--- config.mk ---
export PLATFORM = sky130hd
export DESIGN_NAME = pipelined_monitor
export DESIGN_NICKNAME = d
export VERILOG_FILES = /design/src/rtl/pipelined_monitor_pkg.sv /design/src/rtl/pipelined_monitor_mon_lane.sv /design/src/rtl/pipelined_monitor.sv
export SDC_FILE = /design/constraint.sdc
export NUM_CORES = 1
export LEC_CHECK = 0
export ABC_AREA = 0
export CAP_MARGIN = 20
export CORE_UTILIZATION = 40
export CTS_BUF_LIST = sky130_fd_sc_hd__clkbuf_2
export CTS_CLUSTER_SIZE = 10
export DETAILED_ROUTE_END_ITERATION = 6
export GPL_TIMING_DRIVEN = 1
export PLACE_DENSITY = 0.66
export SLEW_MARGIN = 10
export SYNTH_ARGS = -nofsm -noshare
export SYNTH_HDL_FRONTEND = slang
export SYNTH_SLANG_ARGS = --single-unit
--- constraint.sdc ---
create_clock -name clk -period 5.4 [get_ports clk]
set_input_delay 1.62 -clock clk [delete_from_list [all_inputs] [get_ports clk]]
set_output_delay 1.62 -clock clk [all_outputs]
set_load 0.01 [all_outputs]
--- src/rtl/pipelined_monitor_pkg.sv ---
// Shared constants for the pipelined result monitor: reference-operation
// encodings and default operand/counter widths.
package pipelined_monitor_pkg;

  localparam int OP_ADD    = 0;
  localparam int OP_SUB    = 1;
  localparam int WIDTH_DEF = 32;
  localparam int CNT_W_DEF = 16;

endpackage

--- src/rtl/pipelined_monitor_mon_lane.sv ---
// One check lane: holds a captured DUT transaction, ages it for MON_LATENCY
// cycles while the reference result moves through its pipeline, then flags done.
module mon_lane
  import pipelined_monitor_pkg::*;
#(
  parameter int WIDTH       = WIDTH_DEF,
  parameter int MON_LATENCY = 1,
  parameter int OP          = OP_ADD
) (
  input  logic             clk,
  input  logic             reset,
  input  logic             load,
  input  logic [WIDTH-1:0] a,
  input  logic [WIDTH-1:0] b,
  input  logic [WIDTH-1:0] os,
  output logic             busy,
  output logic             done,
  output logic [WIDTH-1:0] cap_a,
  output logic [WIDTH-1:0] cap_b,
  output logic [WIDTH-1:0] cap_os,
  output logic [WIDTH-1:0] ref_res
);

  localparam int AGE_W = $clog2(MON_LATENCY + 2);

  logic             busy_r;
  logic [AGE_W-1:0] age_r;
  logic [WIDTH-1:0] a_r;
  logic [WIDTH-1:0] b_r;
  logic [WIDTH-1:0] os_r;
  logic [WIDTH-1:0] pipe_r [MON_LATENCY];
  logic [WIDTH-1:0] ref_s;

  // Reference operation on the incoming operands (modulo 2^WIDTH).
  always_comb begin
    if (OP == OP_SUB) begin
      ref_s = a - b;
    end else begin
      ref_s = a + b;
    end
  end

  // Busy flag and age: set on load, released once the result has aged MON_LATENCY cycles.
  always_ff @(posedge clk) begin
    if (reset) begin
      busy_r <= 1'b0;
      age_r  <= {AGE_W{1'b0}};
    end else if (load) begin
      busy_r <= 1'b1;
      age_r  <= AGE_W'(1);
    end else if (busy_r && (age_r == AGE_W'(MON_LATENCY))) begin
      busy_r <= 1'b0;
      age_r  <= {AGE_W{1'b0}};
    end else if (busy_r) begin
      age_r  <= age_r + AGE_W'(1);
    end else begin
      age_r  <= age_r;
    end
  end

  // Operand capture and reference pipeline; stage 0 loads, later stages free-run.
  always_ff @(posedge clk) begin
    if (reset) begin
      a_r  <= {WIDTH{1'b0}};
      b_r  <= {WIDTH{1'b0}};
      os_r <= {WIDTH{1'b0}};
      for (int k = 0; k < MON_LATENCY; k++) begin
        pipe_r[k] <= {WIDTH{1'b0}};
      end
    end else begin
      if (load) begin
        a_r       <= a;
        b_r       <= b;
        os_r      <= os;
        pipe_r[0] <= ref_s;
      end
      for (int k = 1; k < MON_LATENCY; k++) begin
        pipe_r[k] <= pipe_r[k-1];
      end
    end
  end

  assign busy    = busy_r;
  assign done    = busy_r && (age_r == AGE_W'(MON_LATENCY));
  assign cap_a   = a_r;
  assign cap_b   = b_r;
  assign cap_os  = os_r;
  assign ref_res = pipe_r[MON_LATENCY-1];

endmodule

--- src/rtl/pipelined_monitor.sv ---
// Pipelined result monitor: distributes DUT transactions round-robin over
// check lanes and reports mismatches, counts and the first failing transaction.
module pipelined_monitor
  import pipelined_monitor_pkg::*;
#(
  parameter int WIDTH       = WIDTH_DEF,
  parameter int NUM_SUB_MON = 2,
  parameter int MON_LATENCY = 1,
  parameter int OP          = OP_ADD,
  parameter int CNT_W       = CNT_W_DEF,
  parameter int STOP_ON_ERR = 0
) (
  input  logic             clk,
  input  logic             reset,
  input  logic             i_valid,
  input  logic [WIDTH-1:0] i_dut_ia,
  input  logic [WIDTH-1:0] i_dut_ib,
  input  logic [WIDTH-1:0] i_dut_os,
  output logic             o_ready,
  input  logic             i_clear,
  output logic             o_chk_valid,
  output logic             o_event,
  output logic [CNT_W-1:0] o_err_count,
  output logic [CNT_W-1:0] o_chk_count,
  output logic             o_first_valid,
  output logic [WIDTH-1:0] o_first_a,
  output logic [WIDTH-1:0] o_first_b,
  output logic [WIDTH-1:0] o_first_dut,
  output logic [WIDTH-1:0] o_first_mon,
  output logic             o_halted
);

  logic [NUM_SUB_MON-1:0] ptr_r;
  logic [NUM_SUB_MON-1:0] busy_s;
  logic [NUM_SUB_MON-1:0] done_s;
  logic [NUM_SUB_MON-1:0] load_s;
  logic [WIDTH-1:0]       lane_a_s   [NUM_SUB_MON];
  logic [WIDTH-1:0]       lane_b_s   [NUM_SUB_MON];
  logic [WIDTH-1:0]       lane_os_s  [NUM_SUB_MON];
  logic [WIDTH-1:0]       lane_ref_s [NUM_SUB_MON];
  logic                   accept_s;
  logic                   sel_done_s;
  logic [WIDTH-1:0]       sel_a_s;
  logic [WIDTH-1:0]       sel_b_s;
  logic [WIDTH-1:0]       sel_os_s;
  logic [WIDTH-1:0]       sel_ref_s;
  logic [WIDTH-1:0]       chk_a_r;
  logic [WIDTH-1:0]       chk_b_r;
  logic [WIDTH-1:0]       chk_os_r;
  logic [WIDTH-1:0]       chk_mon_r;
  logic                   capture_s;

  function automatic logic [CNT_W-1:0] sat_inc(input logic [CNT_W-1:0] v, input logic en);
    return (en && (v != {CNT_W{1'b1}})) ? v + CNT_W'(1) : v;
  endfunction

  assign o_ready   = ~reset & ~o_halted & ~(|(busy_s & ptr_r));
  assign accept_s  = i_valid & o_ready;
  assign load_s    = ptr_r & {NUM_SUB_MON{accept_s}};
  assign capture_s = o_event & (~o_first_valid | i_clear);

  for (genvar g = 0; g < NUM_SUB_MON; g++) begin : g_lane
    mon_lane #(
      .WIDTH      (WIDTH),
      .MON_LATENCY(MON_LATENCY),
      .OP         (OP)
    ) u_lane (
      .clk    (clk),
      .reset  (reset),
      .load   (load_s[g]),
      .a      (i_dut_ia),
      .b      (i_dut_ib),
      .os     (i_dut_os),
      .busy   (busy_s[g]),
      .done   (done_s[g]),
      .cap_a  (lane_a_s[g]),
      .cap_b  (lane_b_s[g]),
      .cap_os (lane_os_s[g]),
      .ref_res(lane_ref_s[g])
    );
  end

  // One-hot lane pointer, advancing only on an accepted transaction.
  always_ff @(posedge clk) begin
    if (reset) begin
      ptr_r <= {{(NUM_SUB_MON-1){1'b0}}, 1'b1};
    end else if (accept_s) begin
      ptr_r <= {ptr_r[NUM_SUB_MON-2:0], ptr_r[NUM_SUB_MON-1]};
    end else begin
      ptr_r <= ptr_r;
    end
  end

  // At most one lane completes per cycle, so an AND-OR mux is sufficient.
  always_comb begin
    sel_done_s = 1'b0;
    sel_a_s    = {WIDTH{1'b0}};
    sel_b_s    = {WIDTH{1'b0}};
    sel_os_s   = {WIDTH{1'b0}};
    sel_ref_s  = {WIDTH{1'b0}};
    for (int i = 0; i < NUM_SUB_MON; i++) begin
      sel_done_s = sel_done_s | done_s[i];
      sel_a_s    = sel_a_s   | ({WIDTH{done_s[i]}} & lane_a_s[i]);
      sel_b_s    = sel_b_s   | ({WIDTH{done_s[i]}} & lane_b_s[i]);
      sel_os_s   = sel_os_s  | ({WIDTH{done_s[i]}} & lane_os_s[i]);
      sel_ref_s  = sel_ref_s | ({WIDTH{done_s[i]}} & lane_ref_s[i]);
    end
  end

  // Registered check result stage.
  always_ff @(posedge clk) begin
    if (reset) begin
      o_chk_valid <= 1'b0;
      o_event     <= 1'b0;
      chk_a_r     <= {WIDTH{1'b0}};
      chk_b_r     <= {WIDTH{1'b0}};
      chk_os_r    <= {WIDTH{1'b0}};
      chk_mon_r   <= {WIDTH{1'b0}};
    end else begin
      o_chk_valid <= sel_done_s;
      o_event     <= sel_done_s & (sel_os_s != sel_ref_s);
      chk_a_r     <= sel_a_s;
      chk_b_r     <= sel_b_s;
      chk_os_r    <= sel_os_s;
      chk_mon_r   <= sel_ref_s;
    end
  end

  // Counters, halt and first-mismatch capture; a check completing with i_clear wins.
  always_ff @(posedge clk) begin
    if (reset) begin
      o_chk_count   <= {CNT_W{1'b0}};
      o_err_count   <= {CNT_W{1'b0}};
      o_halted      <= 1'b0;
      o_first_valid <= 1'b0;
      o_first_a     <= {WIDTH{1'b0}};
      o_first_b     <= {WIDTH{1'b0}};
      o_first_dut   <= {WIDTH{1'b0}};
      o_first_mon   <= {WIDTH{1'b0}};
    end else begin
      o_chk_count   <= sat_inc(i_clear ? {CNT_W{1'b0}} : o_chk_count, o_chk_valid);
      o_err_count   <= sat_inc(i_clear ? {CNT_W{1'b0}} : o_err_count, o_event);
      o_halted      <= (o_halted & ~i_clear) | ((STOP_ON_ERR != 0) & o_event);
      o_first_valid <= (o_first_valid & ~i_clear) | o_event;
      if (capture_s) begin
        o_first_a   <= chk_a_r;
        o_first_b   <= chk_b_r;
        o_first_dut <= chk_os_r;
        o_first_mon <= chk_mon_r;
      end else begin
        o_first_a   <= o_first_a;
        o_first_b   <= o_first_b;
        o_first_dut <= o_first_dut;
        o_first_mon <= o_first_mon;
      end
    end
  end

endmodule

* After elaboration in Yosys (flattened, before gate mapping)
Memories as Yosys holds them, arrays and structs flattened. Cells that the tools add are included.
Storage, ports and cells: bits in registers 492, bits in writable memories 64, bits of input ports 100, output and inout bits 165, word-level logic and storage cells 107, memories 2
Operators by class: $add $sub $neg 5, equal/unequal tests 5, mux-type cells 26, bitwise logic cells 29, reduce and logical (&&, ||, !) cells 13
Memory list:
- g_lane[0].u_lane.pipe_r | words 1, width 32, rd ports 1, clocked after memory_dff 0, write ports 1, line pipelined_monitor_mon_lane.sv:31 | logic [WIDTH-1:0] pipe_r [MON_LATENCY];
- g_lane[1].u_lane.pipe_r | words 1, width 32, rd ports 1, clocked after memory_dff 0, write ports 1, line pipelined_monitor_mon_lane.sv:31
Operators by type and width (number):
- $and 32x32->32 | 8
- $or 32x32->32 | 4
- $mux 16 | 4
- $mux 32 | 2
- $reduce_or 32->1 | 2
- $add 16x1->16 const B | 2
- $add 32x32->32 | 1
- $ne 16x16->1 const B | 2
- $ne 32x32->1 | 1
- $mux 1 | 20
- $and 1x1->1 | 7
- $reduce_bool 3->1 | 2
- $reduce_or 3->1 | 2
- $not 1->1 | 5
- $add 2x1->2 const B | 2
- $and 2x2->2 | 2
- $eq 2x1->1 const B | 2
- $logic_and 1x1->1 | 4
- $reduce_bool 2->1 | 2
- $or 1x1->1 | 3
- $reduce_or 2->1 | 1

* Longest topological paths before layout
Gate-level depths: netlist of the first run.
word-level depth 11, gate-level depth with buffers 12, gate-level depth less buffers 10

* Cells and area by module
A second synthesis of the first run with hierarchy kept.
Second synthesis, totals: cell total of the unflattened synthesis 2726, area total of the unflattened synthesis 24578.6 µm²
Modules (own cells, without submodules):
- pipelined_monitor | instances 1, cells each 1431, area each 11878.9 µm², sequential area each 5885.6 µm²
- mon_lane (g_lane[0].u_lane) | instances 1, cells each 658, area each 6374.9 µm², sequential area each 2942.8 µm²
- mon_lane (g_lane[1].u_lane) | instances 1, cells each 637, area each 6324.8 µm², sequential area each 2942.8 µm²

* Least setup slack after synthesis of the first run
Ideal clock, no wire load.
path kind input port to output port, start input reset, end output o_ready, arrival time 2214 ps, data required time 3780 ps, path slack 1566 ps, stages 3, buffers on the path 1, cell sequence clkbuf_1 -> a211o_1 -> a21oi_2
Between the ends: cells in the longest elaborated chain, start to end 3
Ends and longest elaborated chain:
- from (decl) | line pipelined_monitor.sv:14 | input logic reset,
- $not 1->1 | line pipelined_monitor.sv:57 | assign o_ready = ~reset & ~o_halted & ~(|(busy_s & ptr_r));
- $and 1x1->1 (2 in a row) | line pipelined_monitor.sv:57
- to (decl) | line pipelined_monitor.sv:19 | output logic o_ready,
No other way between the ends.

* Final worst setup path of the first run
Same ends and word-level chain as after synthesis.

==> results of run 1 <==
[final cells by class]
| cell class | count | area share, % |
|---|---|---|
| clock inverter | 32 | 0.855 |
| sequential | 556 | 42.8 |
| timing repair buffer | 288 | 10.6 |
| clock buffer | 214 | 3.89 |
| antenna | 2 | 0.0182 |
| multi-input combinational | 1938 | 38.1 |
| inverter | 24 | 0.327 |
| tap | 756 | 3.44 |
[sequential cells by signal (all words and copies together), names as in the netlist]
signal,flops
g_lane.u_lane.cap_a,64
g_lane.u_lane.cap_b,64
g_lane.u_lane.cap_os,64
g_lane.u_lane.pipe_r,64
chk_a_r,32
chk_b_r,32
chk_mon_r,32
chk_os_r,32
o_first_a,32
o_first_b,32
o_first_dut,32
o_first_mon,32
o_chk_count,16
o_err_count,16
g_lane.u_lane.age_r,4
g_lane.u_lane.busy,2
ptr_r,2
o_chk_valid,1
o_event,1
o_first_valid,1
o_halted,1
[cells by family (layout without fill, tap and decap cells)]
| kind of cell | after synthesis | count (layout) | synth area share (%) |
|---|---|---|---|
| other | 0 | 2 | 0 |
| AOI/OAI and AO/OA | 399 | 399 | 10.6 |
| and+or+nand+nor | 1442 | 1442 | 30.4 |
| adders and majority gates | 36 | 36 | 1.99 |
| xor gates and xnor gates | 52 | 52 | 1.98 |
| DFF | 556 | 556 | 51.2 |
| buffers and inverters | 200 | 558 | 3.52 |
| muxes | 9 | 9 | 0.392 |
[metrics by stage]
stage / setup slack, ns / cells / power [µW] / hold WS (ns)
finish: 1.03 / 3810 / 8600 / 0.423
global route: 0.913 / 3809 / 9040 / 0.449
CTS: 0.889 / 3808 / 8680 / 0.415
detailed placement: 0.909 / 3562 / 5730 / 0.426
global placement: 0.932 / 3562 / 5710 / 0.423
floorplan: 1.57 / 2694 / 5260 / 0.417
[routing by layer]
layer / part of all wire, % / up-vias / global-route usage, %
li1: - / 9758 / -
met1: 44 / 9801 / 32.3
met2: 45 / 878 / 37.6
met3: 7.9 / 150 / 6.96
met4: 3.5 / 10 / 11.5
met5: 0.084 / - / 0
[critical path, cell delays in order]
cell and delay, ns:
buf_8 0.16, a211o_1 0.25, a21oi_2 0.15, clkdlybuf4s50_1 0.56
[cells in the final DEF, fill, tap and decap left out, types with 12 or more instances in the layout]
cell type / instances
nand2_1: 784
dfxtp_1: 492
nand3b_1: 296
clkdlybuf4s50_1: 263
a21oi_1: 229
clkbuf_2: 214
nor2_1: 167
a22oi_1: 68
edfxtp_1: 64
nand3_1: 39
nand4_1: 35
ha_1: 35
xnor2_1: 30
inv_1: 24
clkinv_1: 23
xor2_1: 22
nor2b_1: 21
o21ai_0: 21
nor3_1: 20
buf_4: 16
nand2b_1: 15
and3_1: 12
[final timing paths]
path	from	to	slack (ns)	depth (start not counted)
hold reg to reg	chk_mon_r[27]	o_first_mon[27]	0.42	2
setup reg to reg	g_lane[1].u_lane.age_r[0]	o_event	2.05	9
setup / recovery	reset	o_ready	1.03	4
hold / removal	chk_mon_r[27]	o_first_mon[27]	0.42	2
[power breakdown]
group	internal, µW	switching (µW)
registers	4370	156
clock network	1240	1710
logic	389	735
==> results.toml, run 1 <==
[clock_tree]
clkLatencyLatePin_ns = 1.32
cts_tree = "built"
cts_hold_buffers = 0
post_cts_resized = 0
root_buffer = "clkbuf_2"
cts_buffers = 146
cts_setup_buffers = 0
path_clk_slew_ns = 0.10
htreeDepth = 4
clock_path_buffers = 3
cts.sinks = 556

[grt]
antenna_found_initial = 7
grt_pass1_wl_um = 113000
grt_pass1_vias = 19600
overflow = 0
grt_usage_pct = 24.7
grt_max_degree = 218

[detailed_routing]
firstDrtPassIters = 5
drcViolationCount = 0
drt_iter0_markers = 1779
antenna_left = 0
wl_per_cell_um = 19.3
via_count = 20600
viasPerCell = 5.41
routed_wl_um = 73500

[synth]
syn_area_um2 = 23000
synth_cell_types = 67
yosysMostFrequentCell = "nand2_1"
synth_area_leader_cell = "dfxtp_1"
ys_warn_count = 0
synth_top_cell_area_share_pct = 42.8
syn-mean-instance-area_um2 = 8.54
ys_ff_latch = 556
async_flop_share_pct = 0
seq_area_frac_synth_pct = 51.2
synth_flop_cell = "dfxtp_1"
synth_edf_count = 64
synth_nets = 2830
syn_inst = 2694
synth_common_cells = "nand2_1 (785), dfxtp_1 (492), nand3b_1 (296)"
synth_area_leaders = "dfxtp_1 (43%), nand2_1 (13%), nand3b_1 (9.7%), edfxtp_1 (8.4%), a21oi_1 (5.0%)"

[sta]
finClkSkew_ns = 0.112
fin_crit_ns = 4.37
hold_violations = 0
period_share_pct = 80.9
max_freq_mhz = 229
slew_viol_final = 0
finalSetupTns_ns = 0
relSlewSlack_pct = 25.6
tightest_slew_ns = 1.12
setup_viol = 0
rsz0062_at_grt = "no"

[floorplanning]
num_rows = 87
dieHeight_um = 242
die_area_um2 = 58500
start_util_pct = 40.6
die_w_um = 242
core_area_um2 = 56600
io_pins = 265

[cells_and_area]
fillers = 5480
final_core_util_pct = 48.6
final_cell_area_um2 = 27500
drive_gt1_share_pct = 9.01
regArea_um2 = 11800
multi_input_area_um2 = 10500
nNetsFinal = 3090
syn_to_final_growth_pct = 19.6

[placement]
io_buffers = 264
gp_congestion = 0.983
post_dp_cell_area_um2 = 26200
dpl.hpwl_um = 50300

[power]
power.leakage_uw = 0.0105
powerDensity_nw_per_um2 = 313
ir_drop_uv = 167

[worst_setup_path]
cp.required_ns = 3.78
start_kind = "primary input"
endpoint_kind = "primary output"
cp_max_fo = 35
critPathKind = "in2out"
arrival_ns = 2.75

[min_path]
hold_path_class = "reg2reg"

[job]
drv_cap = 0

[run_status]
status = "complete, no violations"
Note: power is estimated with default switching activity, not from simulation.
==> inputs of run 2 (changes only) <==
==> constraint.sdc (replaced) <==
create_clock -name clk -period 4.1 [get_ports clk]
set_input_delay 1.23 -clock clk [delete_from_list [all_inputs] [get_ports clk]]
set_output_delay 1.23 -clock clk [all_outputs]
set_load 0.01 [all_outputs]
==> results.toml, run 2 (same netlist as run 1, synthesis figures left out) <==
[grt]
grt_use_met1_pct = 32.0
grt_pass1_wl_um = 113000
grt_pass1_vias = 19900
grtUsageMet2_pct = 39.2
gr-max-usage-layer = "met2"
grt_usage_pct = 24.7
antenna_found_initial = 14
grt_max_degree = 252
use_met3_pct = 6.53
overflow = 0

[floorplanning]
die_w_um = 242
core_area_um2 = 56600
dieHeight_um = 242
start_util_pct = 40.6
die_area_um2 = 58500
num_rows = 87
io_pins = 265

[sta]
slew_viol_final = 0
finalSetupTns_ns = 0
finClkSkew_ns = 0.0857
worst_slack_ns = 0.140
max_freq_mhz = 252
fin_crit_ns = 3.96
relSlewSlack_pct = 34.5
hold_violations = 0
tightest_slew_ns = 0.983
setup_viol = 0
period_share_pct = 96.6
rsz0062_at_grt = "no"

[clock_tree]
htreeDepth = 4
path_clk_slew_ns = 0.09
cts_tree = "built"
cts_setup_buffers = 0
cts_buffers = 146
clkLatencyLatePin_ns = 1.31
cts.sinks = 556
clock_path_buffers = 3
root_buffer = "clkbuf_2"

[worst_setup_path]
r2r_start = "g_lane[1].u_lane.age_r[0]"
rr_endpoint = "o_event"
ff2ff_setup_slack_ns = 1.10
critPathKind = "in2out"
cp.required_ns = 2.87
endpoint_kind = "primary output"
cp_max_fo = 24
arrival_ns = 2.73
r2r.worst_path.cells = 9
start_kind = "primary input"

[cells_and_area]
final_core_util_pct = 49.1
drive_gt1_share_pct = 10.1
nNetsFinal = 3117
stdcell_count = 3847
final_cell_mix = "nand2_1 (784), dfxtp_1 (492), nand3b_1 (296)"
final_common_cell = "nand2_1"
syn_to_final_growth_pct = 20.9

[detailed_routing]
firstDrtPassIters = 6
wl_per_cell_um = 19.1
drcViolationCount = 0
via_count = 20700
viasPerCell = 5.38
drt_iter0_markers = 1727
antenna_left = 0
routed_wl_um = 73500

[min_path]
hold_path_class = "reg2reg"
min_from = "chk_a_r[29]"
whs_path_depth = 2
hold_path_end = "o_first_a[29]"

[placement]
gp_congestion = 0.952
dp_slack_ns = 0.0159
dpl.hpwl_um = 50900
io_buffers = 264
place_inst = 3588

[run_status]
status = "complete, no violations"

[power]
ir_drop_uv = 269
finalPower_uw = 11500
powerDensity_nw_per_um2 = 413
power.leakage_uw = 0.0107

[job]
drv_cap = 0
-- run 2: repair_timing --
action / in CTS / in global routing
hold endpoints to repair: 7 / 0
setup endpoints to repair: 1 / 0
gates resized for setup: 1 / 0
hold buffers: 1 / 0
-- run 2: critical path: stages --
cell and delay, ns:
dlygate4sd3_1 0.57, buf_8 0.18, a211o_1 0.25, a21oi_2 0.12, dlygate4sd2_1 0.37
-- run 2: cell type report --
cell class	count	area, µm²
Antenna cell	4	10.0
Inverter	24	90.1
Timing Repair Buffer	315	3140
Multi-Input combinational cell	1938	10500
Clock inverter	38	293
Clock buffer	216	1080
Tap cell	756	946
Fill cell	5495	28800
Sequential cell	556	11800
-- run 2: power by group --
| group | internal, µW | leakage [µW] | total, µW | switching [µW] |
|---|---|---|---|---|
| clock network | 1720 | 0.00105 | 3990 | 2270 |
| logic | 552 | 0.00500 | 1530 | 981 |
| registers | 5760 | 0.00466 | 5960 | 198 |
| total | 8030 | 0.0107 | 11500 | 3450 |
-- run 2: worst max-delay path by stage --
stage | from | to | slack [ns] | cells after the start
floorplan | reset | g_lane[0].u_lane.pipe_r[0][0] | 0.78 | 5
global placement | i_dut_ib[0] | g_lane[1].u_lane.pipe_r[0][26] | 0.02 | 11
finish | reset | o_ready | 0.14 | 5
detailed placement | i_dut_ib[0] | g_lane[0].u_lane.pipe_r[0][26] | 0.02 | 11
CTS | reset | o_ready | 0.13 | 5
global route | reset | o_ready | 0.07 | 5
-- run 2: metal layers --
metal,routed length (µm),vias to the layer above
met4,2070,14
li1,-,9835
met5,90,-
met2,33800,810
met1,31800,9908
met3,5770,130
-- run 2: stage by stage --
stage | instance area [µm²] | hold WS, ns
CTS | 27800 | 0.285
finish | 27800 | 0.401
global route | 27800 | 0.351
detailed placement | 26400 | 0.426
global placement | 26400 | 0.420
floorplan | 23000 | 0.417
